==> src/rtl/csel_adder_pipe.sv <==
// Two-stage pipelined carry-select adder/subtractor with valid/ready on both sides.
// Stage 1 forms per-block sums for both carry-ins; stage 2 resolves the block carry chain.
module csel_adder_pipe #(
  parameter int WIDTH = 16,
  parameter int BLOCK = 4
) (
  input  logic             clk,
  input  logic             rst_n,
  input  logic             in_valid,
  output logic             in_ready,
  input  logic [WIDTH-1:0] A,
  input  logic [WIDTH-1:0] B,
  input  logic             Cin,
  input  logic             Sub,
  output logic             out_valid,
  input  logic             out_ready,
  output logic [WIDTH-1:0] Sum,
  output logic             Cout,
  output logic             Ovf
);

  localparam int NBLK = WIDTH / BLOCK;
  localparam int HW   = (NBLK > 1) ? WIDTH - BLOCK : BLOCK;
  localparam int HN   = (NBLK > 1) ? NBLK - 1 : 1;

  logic [WIDTH-1:0] bx;
  logic             cx;
  logic             adv1, adv2;

  logic             s1_valid_d, s1_valid_q;
  logic [BLOCK-1:0] blk0_sum_d, blk0_sum_q;
  logic             blk0_c_d, blk0_c_q;
  logic [HW-1:0]    sum0_d, sum0_q, sum1_d, sum1_q;
  logic [HN-1:0]    c0_d, c0_q, c1_d, c1_q;
  logic             a_msb_d, a_msb_q, bx_msb_d, bx_msb_q;

  logic             out_valid_d, out_valid_q;
  logic [WIDTH-1:0] sum_d, sum_q;
  logic             cout_d, cout_q, ovf_d, ovf_q;
  logic [WIDTH-1:0] sel_sum;
  logic             carry;

  assign bx = Sub ? ~B : B;
  assign cx = Sub ? ~Cin : Cin;

  assign adv2     = s1_valid_q & (~out_valid_q | out_ready);
  assign in_ready = rst_n & (~s1_valid_q | adv2);
  assign adv1     = in_valid & in_ready;

  // Upper blocks are precomputed for both possible block carry-ins.
  always_comb begin
    s1_valid_d = s1_valid_q;
    blk0_sum_d = blk0_sum_q;
    blk0_c_d   = blk0_c_q;
    sum0_d     = sum0_q;
    sum1_d     = sum1_q;
    c0_d       = c0_q;
    c1_d       = c1_q;
    a_msb_d    = a_msb_q;
    bx_msb_d   = bx_msb_q;
    if (adv1) begin
      s1_valid_d = 1'b1;
      {blk0_c_d, blk0_sum_d} = {1'b0, A[BLOCK-1:0]} + {1'b0, bx[BLOCK-1:0]}
                               + {{BLOCK{1'b0}}, cx};
      for (int k = 1; k < NBLK; k++) begin
        {c0_d[k-1], sum0_d[(k-1)*BLOCK +: BLOCK]} =
          {1'b0, A[k*BLOCK +: BLOCK]} + {1'b0, bx[k*BLOCK +: BLOCK]};
        {c1_d[k-1], sum1_d[(k-1)*BLOCK +: BLOCK]} =
          {1'b0, A[k*BLOCK +: BLOCK]} + {1'b0, bx[k*BLOCK +: BLOCK]}
          + {{BLOCK{1'b0}}, 1'b1};
      end
      a_msb_d  = A[WIDTH-1];
      bx_msb_d = bx[WIDTH-1];
    end else if (adv2) begin
      s1_valid_d = 1'b0;
    end
  end

  always_comb begin
    carry                = blk0_c_q;
    sel_sum              = '0;
    sel_sum[BLOCK-1:0]   = blk0_sum_q;
    for (int k = 1; k < NBLK; k++) begin
      sel_sum[k*BLOCK +: BLOCK] = carry ? sum1_q[(k-1)*BLOCK +: BLOCK]
                                        : sum0_q[(k-1)*BLOCK +: BLOCK];
      carry = carry ? c1_q[k-1] : c0_q[k-1];
    end

    out_valid_d = out_valid_q;
    sum_d       = sum_q;
    cout_d      = cout_q;
    ovf_d       = ovf_q;
    if (adv2) begin
      out_valid_d = 1'b1;
      sum_d       = sel_sum;
      cout_d      = carry;
      ovf_d       = (a_msb_q == bx_msb_q) & (sel_sum[WIDTH-1] != a_msb_q);
    end else if (out_ready) begin
      out_valid_d = 1'b0;
    end
  end

  always_ff @(posedge clk) begin
    if (!rst_n) begin
      s1_valid_q  <= 1'b0;
      blk0_sum_q  <= '0;
      blk0_c_q    <= 1'b0;
      sum0_q      <= '0;
      sum1_q      <= '0;
      c0_q        <= '0;
      c1_q        <= '0;
      a_msb_q     <= 1'b0;
      bx_msb_q    <= 1'b0;
      out_valid_q <= 1'b0;
      sum_q       <= '0;
      cout_q      <= 1'b0;
      ovf_q       <= 1'b0;
    end else begin
      s1_valid_q  <= s1_valid_d;
      blk0_sum_q  <= blk0_sum_d;
      blk0_c_q    <= blk0_c_d;
      sum0_q      <= sum0_d;
      sum1_q      <= sum1_d;
      c0_q        <= c0_d;
      c1_q        <= c1_d;
      a_msb_q     <= a_msb_d;
      bx_msb_q    <= bx_msb_d;
      out_valid_q <= out_valid_d;
      sum_q       <= sum_d;
      cout_q      <= cout_d;
      ovf_q       <= ovf_d;
    end
  end

  assign out_valid = out_valid_q;
  assign Sum       = sum_q;
  assign Cout      = cout_q;
  assign Ovf       = ovf_q;

endmodule

==> config.mk <==
export PLATFORM = sky130hd
export DESIGN_NAME = csel_adder_pipe
export DESIGN_NICKNAME = d
export VERILOG_FILES = /design/src/rtl/csel_adder_pipe.sv
export SDC_FILE = /design/constraint.sdc
export NUM_CORES = 1
export LEC_CHECK = 0
export ABC_AREA = 1
export CAP_MARGIN = 20
export CORE_MARGIN = 2
export CORE_UTILIZATION = 53
export DETAILED_ROUTE_END_ITERATION = 10
export HOLD_SLACK_MARGIN = 0.15
export PLACE_DENSITY = 0.83
export SLEW_MARGIN = 20
export SYNTH_ARGS = -nofsm -noshare
export SYNTH_HDL_FRONTEND = slang
export SYNTH_SLANG_ARGS = --single-unit
==> constraint.sdc <==
create_clock -name clk -period 4.2 [get_ports clk]
set_input_delay 0.84 -clock clk [delete_from_list [all_inputs] [get_ports clk]]
set_output_delay 0.84 -clock clk [all_outputs]
set_load 0.05 [all_outputs]
---- Word level (Yosys, flattened, before mapping) ----
Cells that the tools add are included.
storage, ports and cells
  register bits after elaboration ......... 57
  latch bits .............................. 0
  RAM bits ................................ 0
  ROM bits ................................ 0
  output and inout port bits .............. 20
  memories kept ........................... 0
cells by class
  $add $sub $neg .......................... 8
  multiply operators ...................... 0
  div/mod/pow operators ................... 0
  magnitude comparators ................... 0
  equality and inequality tests ........... 2
  shifts and indexed selects .............. 0
  muxes and demuxes ....................... 12
  bitwise gates (word level) .............. 10
  reductions and logical operators ........ 2
operators by type and width
  cell                   count
  $add A4 B4 Y5          4
  $mux W16               1
  $not A16 Y16           1
  $add A5 B1 Y5 const B  3
  $mux W4                3
  $mux W1                8
  $add A5 B1 Y5          1
  $and A1 B1 Y1          4
  $reduce_bool A2 Y1     2
  $not A1 Y1             3
  $or A1 B1 Y1           2
  $eq A1 B1 Y1           1
  $ne A1 B1 Y1           1

---- Depth between registers and ports, before layout ----
  word-level depth ........................ 7
  depth in mapped cells ................... 13
  depth with buffers taken out ............ 12

---- Least setup slack after synthesis ----
Ideal clock, no wire load.
  path type ............................... input-to-reg
  start ................................... input port Sub
  end ..................................... register c1_q[0]
  arrival ................................. 2.658 ns
  setup slack ............................. 1.427 ns
  stages on the path ...................... 11
  buffers on the path ..................... 2
  cell sequence ........................... buf_2 -> buf_4 -> xor2_1 -> ha_1 -> fa_1 -> ha_1 -> inv_1 -> nor2_1 -> nand3_1 -> a21oi_1 -> nor2_1
between the ends
  longest elaborated chain between the ends .. 3
ends and longest elaborated chain
  item                  line  text
  from (decl)           14    input logic Sub,
  $mux W16              43    assign bx = Sub ? ~B : B;
  $add A4 B4 Y5         69    {1'b0, A[k*BLOCK +: BLOCK]} + {1'b0, bx[k*BLOCK +: BLOCK]}
  $add A5 B1 Y5         70    + {{BLOCK{1'b0}}, 1'b1};
  to (signal assigned)  111   c1_q <= '0;
  to (signal assigned)  125   c1_q <= c1_d;
  to (decl)             34    logic [HN-1:0] c0_d, c0_q, c1_d, c1_q;
Every way passes these cells.
A chain may end at the register's enable or synchronous reset.

---- Worst setup path after layout ----
  start ................................... input port Sub
  end ..................................... register c1_q[2]
Same word-level chain as after synthesis.

==> results.py <==
metrics = {
    "status": {
        "status": "completed",
    },
    "timing": {
        "holdWs_ps": 454,
        "period_share": 0.764,
        "setup_slack_ps": 991,
        "finalCriticalPeriod_ps": 3210,
        "rsz0062_at_grt": "no",
        "slew_viol_final": 0,
        "fin_tns_setup_ps": 0,
        "maxSlewHeadroom": 0.365,
        "hold_viol_final": 0,
        "worst_slew_pin_slew_ps": 951,
        "max_freq_mhz": 312,
        "clock_skew_ps": 7.29,
        "setup_viol": 0,
    },
    "yosys": {
        "synth.net_count": 480,
        "syn_avg_cell_area_um2": 7.73,
        "synth.ff_latch_count": 57,
        "postSynthCellCount": 418,
        "yosysTopAreaCellShare": 0.353,
        "synthArstFlopShare": 0,
        "synth_top_family_by_area": "simple AND/OR/NAND/NOR gates",
        "synth_flop_cell": "dfxtp_1",
        "muxShareOfSynthArea": 0,
        "synth-compound-area-share": 0.144,
        "synthSimpleGateAreaFrac": 0.249,
        "yosysTopAreaCell": "dfxtp_1",
        "synth_area_um2": 3230,
        "yosysSeqAreaShare": 0.353,
        "synth-edff-count": 0,
        "synth-xor-area-share": 0.0488,
        "synth.top_cells.by_area": "dfxtp_1, nand2_1, nand3_1, ha_1, inv_1",
        "synth_adder_area_share": 0.105,
        "yosysUniqueCellTypes": 35,
        "yosys_warnings": 0,
    },
    "setup_path": {
        "required_ps": 4430,
        "r2r-start": "out_valid",
        "r2r_cells": 6,
        "r2r_slack_ps": 2440,
        "arrival_ps": 3440,
        "cp_max_fo": 11,
        "path_class": "in -> reg",
        "end_kind": "flip-flop",
        "cp-start-kind": "input port",
        "reg2reg_to": "Cout",
    },
    "min_path": {
        "holdPathEnd": "sum1_q[9]",
        "worstHoldPathCells": 2,
        "min_from": "sum1_q[9]",
        "hp-class": "reg -> reg",
    },
    "pwr": {
        "pwr-share-seq": 0.410,
        "p_switching_mw": 0.482,
        "power_frac_comb": 0.256,
        "p_int_mw": 1.04,
        "leakage_nw": 1.79,
        "power_density_nw_per_um2": 382,
        "vdd_drop_max_mv": 0.211,
        "p_total_mw": 1.52,
        "p_sw_frac": 0.317,
        "p_clk_frac": 0.334,
    },
    "clocking": {
        "cts_resized": 0,
        "insertion_delay_ps": 340,
        "cts.path.max_buffers": 2,
        "htreeDepth": 3,
        "hold_buffers": 0,
        "cts_buffers": 9,
        "cts_tree": "built",
        "root_buffer": "clkbuf_8",
        "clock-sinks": 57,
        "post_cts_buffers": 0,
        "clk_pin_slew_ps": 60,
    },
    "global_route": {
        "grt_max_degree": 55,
        "antenna_found_initial": 0,
        "grt_pass1_vias": 2665,
        "grtUsageTotal": 0.230,
        "grt_first_pass_wirelength_um": 11800,
        "grt.overflow.total": 0,
    },
    "floorplan": {
        "initial_utilization": 0.546,
        "die_h_um": 82.1,
        "chipWidth_um": 82.1,
        "ioPinCount": 58,
        "core_um2": 5920,
        "rows": 28,
        "die_area_um2": 6740,
    },
    "routing": {
        "routed_wl_um": 6990,
        "via_count": 2935,
        "ant_nets": 0,
        "drtIter0Drc": 175,
        "wl_per_cell_um": 12.7,
        "vias_per_cell": 5.35,
        "drc": 0,
        "dr.pass1.iters": 4,
    },
    "final_layout": {
        "fin_area_um2": 3980,
        "most-common-layout-cells": "nand2_1, dfxtp_1, clkdlybuf4s50_1",
        "nets": 531,
        "area_growth_pct": 23.0,
        "layout_commonest_cell": "nand2_1",
        "fillers": 496,
        "antenna_cells": 0,
        "drive_gt1_frac": 0.0738,
    },
    "placed_design": {
        "dp_hpwl_um": 5090,
        "place.gp.congestion": 0.882,
        "io_buffers": 57,
        "place_area_um2": 3780,
        "pre_cts_ws_ps": 652,
    },
    "flow_run": {
        "maxCapViolCount": 0,
    },
}
[state kept, by name, indices dropped and copies added (netlist names)]
name and count:
Cout 1, Ovf 1, Sum 16, a_msb_q 1
blk0_c_q 1, blk0_sum_q 4, bx_msb_q 1, c0_q 3
c1_q 3, out_valid 1, s1_valid_q 1, sum0_q 12
sum1_q 12
[cells in the mapped netlist, types with 2 or more instances]
master,count
nand2_1,77
nand3_1,48
buf_4,6
xnor2_1,2
inv_1,48
dfxtp_1,57
o31ai_1,4
nor2_1,22
fa_1,5
o21ai_0,21
o211ai_1,8
o21ai_1,9
nand3b_1,3
nand2_8,2
a211oi_1,2
nand3_2,4
nand2_2,3
a31oi_1,7
ha_1,19
nand2_4,2
a21oi_1,28
buf_6,3
buf_2,10
xor2_1,16
nand4_1,2
[critical path: stages]
cell and delay (ps):
clkdlybuf4s50_1 870, xor2_1 230, ha_1 200, inv_1 50, fa_1 450, inv_1 90, ha_1 160, inv_1 40
nor2_1 140, nand3_1 140, a21oi_1 160, nor2_1 60
[routing by layer]
metal | wire length, um | track usage | share of wire
met1 | 3100 | 0.261 | 0.44
met4 | 121 | 0.0983 | 0.017
met2 | 3460 | 0.410 | 0.49
met3 | 310 | 0.0554 | 0.044
met5 | 0 | 0 | 0
[worst max-delay path by stage]
stage / from / end / depth (start not counted)
5_1_grt: Sub / c1_q[2] / 13
4_1_cts: Sub / c1_q[2] / 12
6_report: Sub / c1_q[2] / 12
2_1_floorplan: Sub / c1_q[0] / 11
3_5_place_dp: Sub / c1_q[2] / 12
3_3_place_gp: Sub / c1_q[2] / 12
[through the flow]
stage | utilization | std cells
after global routing | 0.672 | 549
final | 0.672 | 549
after CTS | 0.672 | 549
after global placement | 0.638 | 533
after floorplan | - | 418
after detailed placement | 0.638 | 533
[power groups by stage]
stage | clock [mW] | sequential [mW] | combinational (mW)
finish | 0.507 | 0.623 | 0.390
global route | 0.539 | 0.630 | 0.438
global placement | 0 | 0.633 | 0.370
floorplan | 0 | 0.659 | 0.252
CTS | 0.516 | 0.624 | 0.389
detailed placement | 0 | 0.635 | 0.385
[logic make-up after synthesis]
| group | count (synthesis) |
|---|---|
| XOR/XNOR | 18 |
| buffers and inverters | 70 |
| flip-flops | 57 |
| AND/OR/NAND/NOR | 167 |
| AO/OA/AOI/OAI | 82 |
| adder cells (fa/ha/maj) | 24 |
[layout make-up]
class / count / area (um^2) / share of cell area
timing repair buffer: 59 / 583 / 0.147
tap: 75 / 93.8 / 0.0236
inverter: 51 / 199 / 0.0500
sequential: 57 / 1140 / 0.287
clock inverter: 5 / 55.1 / 0.0138
clock buffer: 11 / 141 / 0.0356
multi-input combinational: 291 / 1760 / 0.443
Power figures use the tool's default switching activity.
